`config.mk`:
```
export PLATFORM = sky130hd
export DESIGN_NAME = mem_arbiter_flat
export DESIGN_NICKNAME = d
export VERILOG_FILES = /design/src/rtl/mem_arbiter_if.sv /design/src/rtl/mem_arbiter.sv /design/src/flat_wrapper.sv
export SDC_FILE = /design/constraint.sdc
export NUM_CORES = 1
export LEC_CHECK = 0
export CORE_AREA = 2 2 109 111
export DETAILED_ROUTE_END_ITERATION = 10
export DIE_AREA = 0 0 111 113
export HOLD_SLACK_MARGIN = 0.15
export SKIP_CTS_REPAIR_TIMING = 1
export SYNTH_ARGS = -nofsm -noshare
export SYNTH_HDL_FRONTEND = slang
export SYNTH_SLANG_ARGS = --single-unit
```
`constraint.sdc`:
```
create_clock -name clk -period 2.75 [get_ports clk]
set_input_delay 0.4125 -clock clk [delete_from_list [all_inputs] [get_ports clk]]
set_output_delay 0.4125 -clock clk [all_outputs]
set_load 0.05 [all_outputs]
```
`src/rtl/mem_arbiter_if.sv`:
```
// mem_arbiter_if: fetch, load/store and memory-port signals of mem_arbiter.
// if_flush exists only when MEM_ARBITER_FLUSH_EN is defined.
interface mem_arbiter_if;
    logic        if_req;
    logic [31:0] if_addr;
    logic        if_gnt;
    logic        if_rvalid;
    logic [31:0] if_rdata;
`ifdef MEM_ARBITER_FLUSH_EN
    logic        if_flush;
`endif
    logic        dm_req;
    logic        dm_we;
    logic [31:0] dm_addr;
    logic [31:0] dm_wdata;
    logic [3:0]  dm_be;
    logic        dm_gnt;
    logic        dm_rvalid;
    logic [31:0] dm_rdata;
    logic        mem_req;
    logic        mem_we;
    logic [31:0] mem_addr;
    logic [31:0] mem_wdata;
    logic [3:0]  mem_be;
    logic        mem_gnt;
    logic        mem_rvalid;
    logic [31:0] mem_rdata;

    modport slave (
        input  if_req, if_addr,
`ifdef MEM_ARBITER_FLUSH_EN
        input  if_flush,
`endif
        input  dm_req, dm_we, dm_addr, dm_wdata, dm_be,
        input  mem_gnt, mem_rvalid, mem_rdata,
        output if_gnt, if_rvalid, if_rdata,
        output dm_gnt, dm_rvalid, dm_rdata,
        output mem_req, mem_we, mem_addr, mem_wdata, mem_be
    );

    modport master (
        output if_req, if_addr,
`ifdef MEM_ARBITER_FLUSH_EN
        output if_flush,
`endif
        output dm_req, dm_we, dm_addr, dm_wdata, dm_be,
        output mem_gnt, mem_rvalid, mem_rdata,
        input  if_gnt, if_rvalid, if_rdata,
        input  dm_gnt, dm_rvalid, dm_rdata,
        input  mem_req, mem_we, mem_addr, mem_wdata, mem_be
    );
endinterface

```
`src/rtl/mem_arbiter.sv`:
```
// mem_arbiter: shares one memory port between fetch and load/store, data first with fetch anti-starvation.
// MEM_ARBITER_FLUSH_EN adds if_flush, which drops the response of a fetch killed by a taken branch.
module mem_arbiter #(
    parameter logic [3:0] STARVE_MAX = 4'd4
) (
    input logic          clk,
    input logic          reset,
    mem_arbiter_if.slave bus
);
    localparam logic [2:0] IDLE    = 3'd0;
    localparam logic [2:0] REQ_IF  = 3'd1;
    localparam logic [2:0] REQ_DM  = 3'd2;
    localparam logic [2:0] WAIT_IF = 3'd3;
    localparam logic [2:0] WAIT_DM = 3'd4;

    logic [2:0] state, state_nxt;
    logic [3:0] starve_cnt, starve_nxt;
    logic       own_dm, req, gnt, kill_now;

    always_comb begin
        own_dm = state == REQ_DM ||
                 (state == IDLE && bus.dm_req && !(bus.if_req && starve_cnt == STARVE_MAX));
        req = !reset && (state == REQ_IF || state == REQ_DM ||
                         (state == IDLE && (bus.if_req || bus.dm_req)));
        gnt = req && bus.mem_gnt;
        state_nxt = req ? (own_dm ? (gnt ? WAIT_DM : REQ_DM) : (gnt ? WAIT_IF : REQ_IF)) :
                    ((state == WAIT_IF || state == WAIT_DM) && !bus.mem_rvalid) ? state : IDLE;
        // the counter saturates at STARVE_MAX so the equality test always forces fetch through
        starve_nxt = (gnt && own_dm) ?
                     (bus.if_req ? starve_cnt + {3'd0, starve_cnt != STARVE_MAX} : 4'd0) :
                     gnt ? 4'd0 : starve_cnt;
    end

    always_ff @(posedge clk or posedge reset) begin
        if (reset) begin
            state      <= IDLE;
            starve_cnt <= 4'd0;
        end else begin
            state      <= state_nxt;
            starve_cnt <= starve_nxt;
        end
    end

    assign bus.mem_req   = req;
    assign bus.if_gnt    = gnt && !own_dm;
    assign bus.dm_gnt    = gnt && own_dm;
    assign bus.mem_we    = own_dm && bus.dm_we;
    assign bus.mem_addr  = own_dm ? bus.dm_addr : bus.if_addr;
    assign bus.mem_wdata = own_dm ? bus.dm_wdata : 32'd0;
    assign bus.mem_be    = own_dm ? bus.dm_be : 4'hF;
    assign bus.if_rvalid = state == WAIT_IF && bus.mem_rvalid && !kill_now;
    assign bus.dm_rvalid = state == WAIT_DM && bus.mem_rvalid;
    assign bus.if_rdata  = bus.mem_rdata;
    assign bus.dm_rdata  = bus.mem_rdata;

`ifdef MEM_ARBITER_FLUSH_EN
    logic kill;
    assign kill_now = kill || (state == WAIT_IF && bus.if_flush);
    always_ff @(posedge clk or posedge reset) begin
        if (reset)
            kill <= 1'b0;
        else if (state == WAIT_IF && bus.mem_rvalid)
            kill <= 1'b0;
        else if (bus.if_flush && (state == WAIT_IF || bus.if_gnt))
            kill <= 1'b1;
    end
`else
    assign kill_now = 1'b0;
`endif
endmodule

```
`src/flat_wrapper.sv`:
```
// flat-port wrapper written by rule: the top's interface ports become plain ports
module mem_arbiter_flat 
#(
    parameter logic [3:0] STARVE_MAX = 4'd4
)
  (clk, reset, bus_if_req, bus_if_addr, bus_dm_req, bus_dm_we, bus_dm_addr, bus_dm_wdata, bus_dm_be, bus_mem_gnt, bus_mem_rvalid, bus_mem_rdata, bus_if_gnt, bus_if_rvalid, bus_if_rdata, bus_dm_gnt, bus_dm_rvalid, bus_dm_rdata, bus_mem_req, bus_mem_we, bus_mem_addr, bus_mem_wdata, bus_mem_be);
  mem_arbiter_if bus_i ();
  input logic clk;
  input logic reset;
  input wire logic [$bits(bus_i.if_req)-1:0] bus_if_req;
  input wire logic [$bits(bus_i.if_addr)-1:0] bus_if_addr;
  input wire logic [$bits(bus_i.dm_req)-1:0] bus_dm_req;
  input wire logic [$bits(bus_i.dm_we)-1:0] bus_dm_we;
  input wire logic [$bits(bus_i.dm_addr)-1:0] bus_dm_addr;
  input wire logic [$bits(bus_i.dm_wdata)-1:0] bus_dm_wdata;
  input wire logic [$bits(bus_i.dm_be)-1:0] bus_dm_be;
  input wire logic [$bits(bus_i.mem_gnt)-1:0] bus_mem_gnt;
  input wire logic [$bits(bus_i.mem_rvalid)-1:0] bus_mem_rvalid;
  input wire logic [$bits(bus_i.mem_rdata)-1:0] bus_mem_rdata;
  output wire logic [$bits(bus_i.if_gnt)-1:0] bus_if_gnt;
  output wire logic [$bits(bus_i.if_rvalid)-1:0] bus_if_rvalid;
  output wire logic [$bits(bus_i.if_rdata)-1:0] bus_if_rdata;
  output wire logic [$bits(bus_i.dm_gnt)-1:0] bus_dm_gnt;
  output wire logic [$bits(bus_i.dm_rvalid)-1:0] bus_dm_rvalid;
  output wire logic [$bits(bus_i.dm_rdata)-1:0] bus_dm_rdata;
  output wire logic [$bits(bus_i.mem_req)-1:0] bus_mem_req;
  output wire logic [$bits(bus_i.mem_we)-1:0] bus_mem_we;
  output wire logic [$bits(bus_i.mem_addr)-1:0] bus_mem_addr;
  output wire logic [$bits(bus_i.mem_wdata)-1:0] bus_mem_wdata;
  output wire logic [$bits(bus_i.mem_be)-1:0] bus_mem_be;
  assign bus_i.if_req = bus_if_req;
  assign bus_i.if_addr = bus_if_addr;
  assign bus_i.dm_req = bus_dm_req;
  assign bus_i.dm_we = bus_dm_we;
  assign bus_i.dm_addr = bus_dm_addr;
  assign bus_i.dm_wdata = bus_dm_wdata;
  assign bus_i.dm_be = bus_dm_be;
  assign bus_i.mem_gnt = bus_mem_gnt;
  assign bus_i.mem_rvalid = bus_mem_rvalid;
  assign bus_i.mem_rdata = bus_mem_rdata;
  assign bus_if_gnt = bus_i.if_gnt;
  assign bus_if_rvalid = bus_i.if_rvalid;
  assign bus_if_rdata = bus_i.if_rdata;
  assign bus_dm_gnt = bus_i.dm_gnt;
  assign bus_dm_rvalid = bus_i.dm_rvalid;
  assign bus_dm_rdata = bus_i.dm_rdata;
  assign bus_mem_req = bus_i.mem_req;
  assign bus_mem_we = bus_i.mem_we;
  assign bus_mem_addr = bus_i.mem_addr;
  assign bus_mem_wdata = bus_i.mem_wdata;
  assign bus_mem_be = bus_i.mem_be;
  mem_arbiter #(.STARVE_MAX(STARVE_MAX)) u_core (.clk(clk), .reset(reset), .bus(bus_i));
endmodule
```
After elaboration in Yosys (flattened, before gate mapping)
Index checks and enable logic that the tools add are counted.

word-level totals
  word-level logic and storage cells = 44
  flip-flop bits (word level) = 7

cells by class
  muxes and demuxes = 11
  add/sub/neg operators = 1
  equality and inequality tests = 7
  reduce and logical (&&, ||, !) cells = 23

operators with widths
  kind                                                   count
  2-to-1 mux 32 bit                                      2
  2-to-1 mux 4 bit                                       4
  logical AND 1 bit                                      12
  2-to-1 mux 3 bit                                       4
  == test 3 x 2 -> 1 bit, second input constant          2
  logical OR 1 bit                                       5
  adder 4 x 1 -> 4 bit                                   1
  == test 4 x 3 -> 1 bit, second input constant          1
  zero test 1 bit                                        4
  inequality test 4 x 3 -> 1 bit, second input constant  1
  == test 3 x 1 -> 1 bit, second input constant          1
  == test 3 bit, second input constant                   1
  zero test 3 bit                                        1
  2-to-1 mux 2 bit                                       1
  inequality test 2 bit, second input constant           1
  nonzero test 2 bit                                     1

Depth between registers and ports, before layout
Gate-level depths: netlist (run 1).

  depth in word-level cells = 8
  mapped depth = 7
  mapped depth without buffers = 7

Least setup slack after synthesis (run 1)
OpenSTA, ideal clock, no wires.

  path type = register -> register
  start = register u_core.state[0]
  end = register u_core.starve_cnt[3]
  path buffers = 1
  setup slack = 324 ps
  library setup time = 90 ps
  clock period less this slack = 2426 ps
  data arrival time = 2336 ps
  cell stages (with the launch flop) = 8
  data required time = 2660 ps
  cells stage by stage = dfrtp_1 > o21bai_1 > a211oi_4 > buf_2 > ha_1 > nand2_1 > or3_1 > o221ai_1

on the way
  word-level cells in the longest chain between the ends = 7

RTL lines
  element                                                        RTL line                              text
  from (decl)                                                    mem_arbiter.sv:16                     logic [2:0] state, state_nxt;
  from (signal assigned)                                         mem_arbiter.sv:39                     state <= state_nxt;
  == test 3 x 1 -> 1 bit, or another cell as far along           mem_arbiter.sv:23                     req = !reset && (state == REQ_IF || state == REQ_DM ||
  logical OR 1 bit / logical AND 1 bit (equally long branches)   mem_arbiter.sv:23, mem_arbiter.sv:24
  logical OR 1 bit                                               mem_arbiter.sv:23
  logical AND 1 bit                                              mem_arbiter.sv:23
  logical AND 1 bit                                              mem_arbiter.sv:25                     gnt = req && bus.mem_gnt;
  logical AND 1 bit (*)                                          --
  net bus_dm_gnt                                                 flat_wrapper.sv:23                    output wire logic [$bits(bus_i.dm_gnt)-1:0] bus_dm_gnt;
  2-to-1 mux 4 bit / nonzero test 2 bit (equally long branches)  --
  to (signal assigned)                                           mem_arbiter.sv:40                     starve_cnt <= starve_nxt;
  to (decl)                                                      mem_arbiter.sv:17                     logic [3:0] starve_cnt, starve_nxt;

The timed path passes the listed nets; every way through them passes the cells marked *.
A chain may end at the register's enable or synchronous reset.

Worst setup path after layout (run 1)
  start = input bus_dm_req
  end = output bus_mem_addr[5]

on the way
  word-level cells in the longest chain between the ends = 4

RTL lines
  element                         RTL line            text
  from (decl)                     flat_wrapper.sv:12  input wire logic [$bits(bus_i.dm_req)-1:0] bus_dm_req;
  logical AND 1 bit (2 in a row)  mem_arbiter.sv:22   (state == IDLE && bus.dm_req && !(bus.if_req && starve_cnt == STARVE_MAX));
  logical OR 1 bit                mem_arbiter.sv:21   own_dm = state == REQ_DM ||
  2-to-1 mux 32 bit               mem_arbiter.sv:48   assign bus.mem_addr = own_dm ? bus.dm_addr : bus.if_addr;
  to (decl)                       flat_wrapper.sv:28  output wire logic [$bits(bus_i.mem_addr)-1:0] bus_mem_addr;

No other way between the ends.

==> results of run 1 <==
stage by stage:
stage / cell area (sq um) / setup slack (ns) / hold WS, ns / utilization (%)
after floorplan: 1610 / 0.324 / 0.216 / -
after global placement: 3370 / 0.185 / 0.558 / 29.9
after detailed placement: 3370 / 0.145 / 0.566 / 29.9
after CTS: 3450 / 0.145 / 0.465 / 30.6
after global routing: 3450 / 0.0601 / 0.509 / 30.6
final: 3450 / 0.152 / 0.462 / 30.6
state kept, by name, summed over array words and instances, names as in the netlist:
| name | count |
|---|---|
| u_core.starve_cnt | 4 |
| u_core.state | 3 |
critical path, stage by stage:
cell and delay, ns:
clkdlybuf4s50_1 0.48, o21bai_1 0.13, a211oi_4 0.30, buf_12 0.27, mux2_2 0.37, buf_4 0.19
routing by layer:
layer,track usage (%),wire [um]
met1,9.63,2180
met2,16.8,3240
met3,3.59,784
met4,3.75,194
met5,0,0
power by group:
part	switching (mW)	total [mW]	leakage (nW)	internal, mW
combinational	1.19	2.11	1.31	0.917
sequential	0.0195	0.135	0.0957	0.115
clock	0.0557	0.249	0.0382	0.193
total	1.26	2.49	1.44	1.22
cells in the mapped netlist, drive strengths merged:
cell type / instances
o21bai: 1
nand4: 1
o2bb2ai: 2
mux2: 34
nor3: 1
ha: 4
nor3b: 1
dfrtp: 7
nor2b: 3
nand2b: 4
a211oi: 2
nor4b: 1
and3: 3
o221ai: 1
nand2: 4
a31oi: 1
or3: 1
nand3: 2
a21o: 3
clkbuf: 2
and2: 34
inv: 5
buf: 69
or4: 1
nor2: 1
layout make-up:
type | count | area, sq um | share of cell area (%)
repair buffers | 185 | 2120 | 61.3
clock buffers | 4 | 78.8 | 2.28
inverters | 5 | 18.8 | 0.544
flip-flops and latches | 7 | 175 | 5.07
well taps | 143 | 179 | 5.18
multi-input cells | 105 | 883 | 25.6
worst max-delay path by stage:
stage / slack (ns) / endpoint / startpoint / cells after the start
after floorplan: 0.32 / u_core.starve_cnt[3] / u_core.state[0] / 7
after global placement: 0.19 / bus_mem_addr[2] / bus_if_req / 6
after detailed placement: 0.14 / bus_mem_addr[26] / bus_dm_req / 6
after CTS: 0.14 / bus_mem_addr[5] / bus_dm_req / 6
after global routing: 0.06 / bus_mem_addr[26] / bus_dm_req / 6
final: 0.15 / bus_mem_addr[5] / bus_dm_req / 6
cells by family (layout without fill, tap and decap cells):
| family | after synthesis | in the layout |
|---|---|---|
| buf+inv | 76 | 194 |
| simple gates | 57 | 57 |
| mux | 34 | 34 |
| compound gates | 10 | 10 |
| flops | 7 | 7 |
| fa+ha+maj | 4 | 4 |
placed cells by master (no fill, tap or decap), types with 3 or more instances in the layout:
cell and n:
and3_1 3, buf_4 42, clkbuf_16 3, mux2_2 33
nand2_1 4, ha_1 4, dfrtp_1 7, clkdlybuf4s50_1 106
and2_1 34, nand2b_1 4, buf_12 37, nor2b_1 3
a21o_1 3, inv_1 4
==> flow_metrics.py, run 1 <==
metrics = {
    "run_status": {
        "status": "completed",
    },
    "yosys": {
        "ys_seq_area_share_pct": 10.9,
        "synth_cell_types": 30,
        "synth_top_family_by_area": "buffers and inverters",
        "syn-num-nets": 331,
        "synth_area_sq_um": 1610,
        "synth_adder_area_share_pct": 3.11,
        "synth_top_cell_by_area": "buf_4",
        "synth.area.mux_share_pct": 23.8,
        "yosys_warnings": 0,
        "synth_cells": 188,
        "synth_area_per_cell_sq_um": 8.57,
        "synth-simple-area-share_pct": 22.4,
        "ys_ff_latch": 7,
        "synthTopCellsByArea": "buf_4 (30%), mux2_2 (23%), and2_1 (13%)",
        "synth_compound_area_share_pct": 5.59,
        "synth_xor_area_share_pct": 0,
        "synth_top_area_share_pct": 30.3,
    },
    "power": {
        "ir_drop_mv": 0.389,
        "powerDensity_nw_per_um2": 721,
        "p_leak_nw": 1.44,
        "fin_total_pwr_mw": 2.49,
    },
    "worst_setup_path": {
        "rrSetupSlack_ns": 0.61,
        "worstSetupPathType": "input port to output port",
        "r2r_cells": 7,
        "r2r-start": "u_core.state[2]",
        "startpoint_type": "input port",
        "cp-end-kind": "output port",
        "worstReg2RegEnd": "u_core.starve_cnt[3]",
        "cp_data_arrival_time_ns": 2.19,
        "critPathRequiredTime_ns": 2.34,
        "crit_fanout": 42,
    },
    "global_routing": {
        "grt_usage_pct": 9.26,
        "grt_pass1_wl_um": 9350,
        "grt_pass1_vias": 1751,
        "antenna_found_initial": 0,
        "grt_max_degree": 43,
        "grt.overflow.total": 0,
    },
    "cts": {
        "cts.sinks": 7,
        "clk_latency_ns": 0.23,
        "cts_tree": "built",
        "clk_pin_slew_ns": 0.04,
        "root_buffer": "clkbuf_16",
        "htree_levels": 1,
        "cts_buffers": 3,
        "clockBufferDepth": 2,
    },
    "routing": {
        "drc_errors": 0,
        "wl_per_cell_um": 14.2,
        "drt-initial-drc-count": 31,
        "postRouteWirelength_um": 6400,
        "firstDrtPassIters": 4,
        "via_count": 1685,
        "via_per_inst": 3.75,
        "ant_nets": 0,
    },
    "worst_hold_path": {
        "hold_path.class": "input port to async pin",
    },
    "floorplanning": {
        "core_area_sq_um": 11300,
        "placementRows": 39,
        "fp.dieH_um": 113,
        "initial_utilization_pct": 14.3,
        "die_x_um": 111,
        "io-pin-count": 277,
        "die-area_sq_um": 12500,
    },
    "placement": {
        "hpwl_um": 5470,
        "gp_congestion": 0.832,
        "dp_cells": 445,
        "numPortBuffers": 180,
    },
    "final_layout": {
        "fillerInstances": 1154,
        "area_growth_pct": 114,
        "drive_above_1_share_pct": 38.6,
        "layout.nets": 450,
        "diodes": 0,
        "stdcell_count": 449,
    },
    "timing": {
        "hold_viol_final": 0,
        "drv_slew": 0,
        "fmax_ghz": 0.385,
        "min_period_over_period_pct": 94.5,
        "fin_crit_ns": 2.60,
        "worst_pin_slew_ns": 0.341,
        "fin_skew_ns": 0.00336,
        "relSlewSlack_pct": 77.2,
        "finalSetupTns_ns": 0,
        "setup_violations": 0,
        "rsz0062_at_grt": "false",
    },
    "job": {
        "maxCapViolCount": 0,
    },
}
Note: power is estimated with default switching activity, not from simulation.
==> run 2: changes to the inputs <==
--- a/config.mk
+++ b/config.mk
@@ -9,7 +9,9 @@
 export DETAILED_ROUTE_END_ITERATION = 10
 export DIE_AREA = 0 0 111 113
 export HOLD_SLACK_MARGIN = 0.15
+export PLACE_DENSITY_LB_ADDON = 0.05
 export SKIP_CTS_REPAIR_TIMING = 1
+export SKIP_LAST_GASP = 1
 export SYNTH_ARGS = -nofsm -noshare
 export SYNTH_HDL_FRONTEND = slang
 export SYNTH_SLANG_ARGS = --single-unit
==> flow_metrics.py, run 2 (synthesized netlist as in run 1, its figures left out) <==
metrics = {
    "run_status": {
        "status": "completed",
    },
    "final_layout": {
        "multiInputGateArea_sq_um": 883,
        "mostFrequentLayoutCells": "clkdlybuf4s50_1 (106), buf_4 (44), buf_12 (35), and2_1 (34), mux2_2 (33)",
        "largest_register": "u_core.starve_cnt",
        "drive_above_1_share_pct": 38.6,
        "layout.nets": 450,
        "area_growth_pct": 113,
        "final_common_cell": "clkdlybuf4s50_1",
        "register_area_sq_um": 175,
        "largestRegisters": "u_core.starve_cnt x4, u_core.state x3",
        "utilization_pct": 30.4,
        "design_area_sq_um": 3430,
        "fillerInstances": 1160,
        "largest_reg_flops": 4,
        "stdcell_count": 449,
        "diodes": 0,
    },
    "timing": {
        "whs_ns": 0.455,
        "relSlewSlack_pct": 75.5,
        "setup_violations": 0,
        "min_period_over_period_pct": 95.2,
        "fmax_ghz": 0.382,
        "drv_slew": 0,
        "worst_pin_slew_ns": 0.366,
        "fin_ws_ns": 0.133,
        "rsz0062_at_grt": "false",
        "fin_skew_ns": 0.000800,
        "fin_crit_ns": 2.62,
        "finalSetupTns_ns": 0,
        "hold_viol_final": 0,
    },
    "routing": {
        "via_per_inst": 3.67,
        "ant_nets": 0,
        "firstDrtPassIters": 4,
        "wl_per_cell_um": 15.6,
        "drc_errors": 0,
        "drt-initial-drc-count": 24,
        "postRouteWirelength_um": 7000,
        "via_count": 1647,
    },
    "floorplanning": {
        "core_area_sq_um": 11300,
        "placementRows": 39,
        "die_x_um": 111,
        "die-area_sq_um": 12500,
        "io-pin-count": 277,
        "fp.dieH_um": 113,
        "initial_utilization_pct": 14.3,
    },
    "worst_setup_path": {
        "cp-end-kind": "output port",
        "startpoint_type": "input port",
        "path_buf_inv": 3,
        "slowest_delay_ns": 0.48,
        "critPathRequiredTime_ns": 2.34,
        "worstSetupPathType": "input port to output port",
        "crit_chain": "clkdlybuf4s50_1 > o21bai_1 > a211oi_4 > buf_12 > mux2_2 > buf_4",
        "cp_data_arrival_time_ns": 2.20,
        "cpLargestDelayFamily": "buffers and inverters",
        "crit_fanout": 59,
        "crit_slowest_cell": "clkdlybuf4s50_1",
    },
    "power": {
        "ir_drop_mv": 0.297,
        "p_leak_nw": 1.44,
        "fin_total_pwr_mw": 2.46,
        "powerDensity_nw_per_um2": 719,
    },
    "global_routing": {
        "antenna_found_initial": 0,
        "grt_usage_pct": 10.2,
        "grt_pass1_wl_um": 10100,
        "grt_max_degree": 60,
        "grt_pass1_vias": 1680,
        "grt.overflow.total": 0,
    },
    "placement": {
        "placed_area_sq_um": 3350,
        "numPortBuffers": 180,
        "gp_congestion": 0.698,
        "preCtsSetupSlack_ns": 0.122,
        "hpwl_um": 5970,
        "dp_cells": 445,
    },
    "cts": {
        "root_buffer": "clkbuf_16",
        "clk_latency_ns": 0.23,
        "clockBufferDepth": 2,
        "cts_tree": "built",
        "cts.sinks": 7,
        "cts_buffers": 3,
        "clk_pin_slew_ns": 0.04,
        "htree_levels": 1,
    },
    "worst_hold_path": {
        "hold_path.class": "input port to async pin",
    },
    "job": {
        "maxCapViolCount": 0,
    },
}
## run 2: cell count changes in the layout (fill, tap and decap cells not counted)
cell | previous run | this run
buf_12 | 37 | 35
buf_4 | 42 | 44
## run 2: final timing paths
| path | start | slack (ns) | end | depth (start not counted) |
|---|---|---|---|---|
| setup / recovery | bus_dm_req | 0.13 | bus_mem_addr[8] | 6 |
| hold / removal | reset | 0.46 | u_core.state[1] | 2 |
| setup reg to reg | u_core.state[0] | 0.55 | u_core.starve_cnt[3] | 7 |
| hold reg to reg | u_core.starve_cnt[2] | 0.57 | u_core.starve_cnt[2] | 1 |
| max in group asynchronous | reset | 2.08 | u_core.starve_cnt[3] | 2 |
| min in group clk | u_core.starve_cnt[2] | 0.57 | u_core.starve_cnt[2] | 1 |
## run 2: where the power goes
part | switching, mW | total [mW] | internal [mW] | leakage [nW]
sequential | 0.0182 | 0.134 | 0.115 | 0.0957
clock | 0.0517 | 0.244 | 0.193 | 0.0382
combinational | 1.19 | 2.08 | 0.892 | 1.30
total | 1.26 | 2.46 | 1.20 | 1.44
## run 2: cell type report
cell class                      instances  share of cell area (%)
Clock buffer                            4                    2.30
Inverter                                5                   0.548
Multi-Input combinational cell        105                    25.8
Sequential cell                         7                    5.11
Tap cell                              143                    5.22
Timing Repair Buffer                  185                    61.0
## run 2: routing by layer
| metal | vias up | routed length [um] | GRT usage (%) |
|---|---|---|---|
| met5 | - | 0 | 0 |
| met4 | 0 | 55 | 1.17 |
| met3 | 4 | 874 | 5.14 |
| met2 | 135 | 3620 | 18.8 |
| met1 | 716 | 2450 | 10.9 |
| li1 | 792 | - | - |
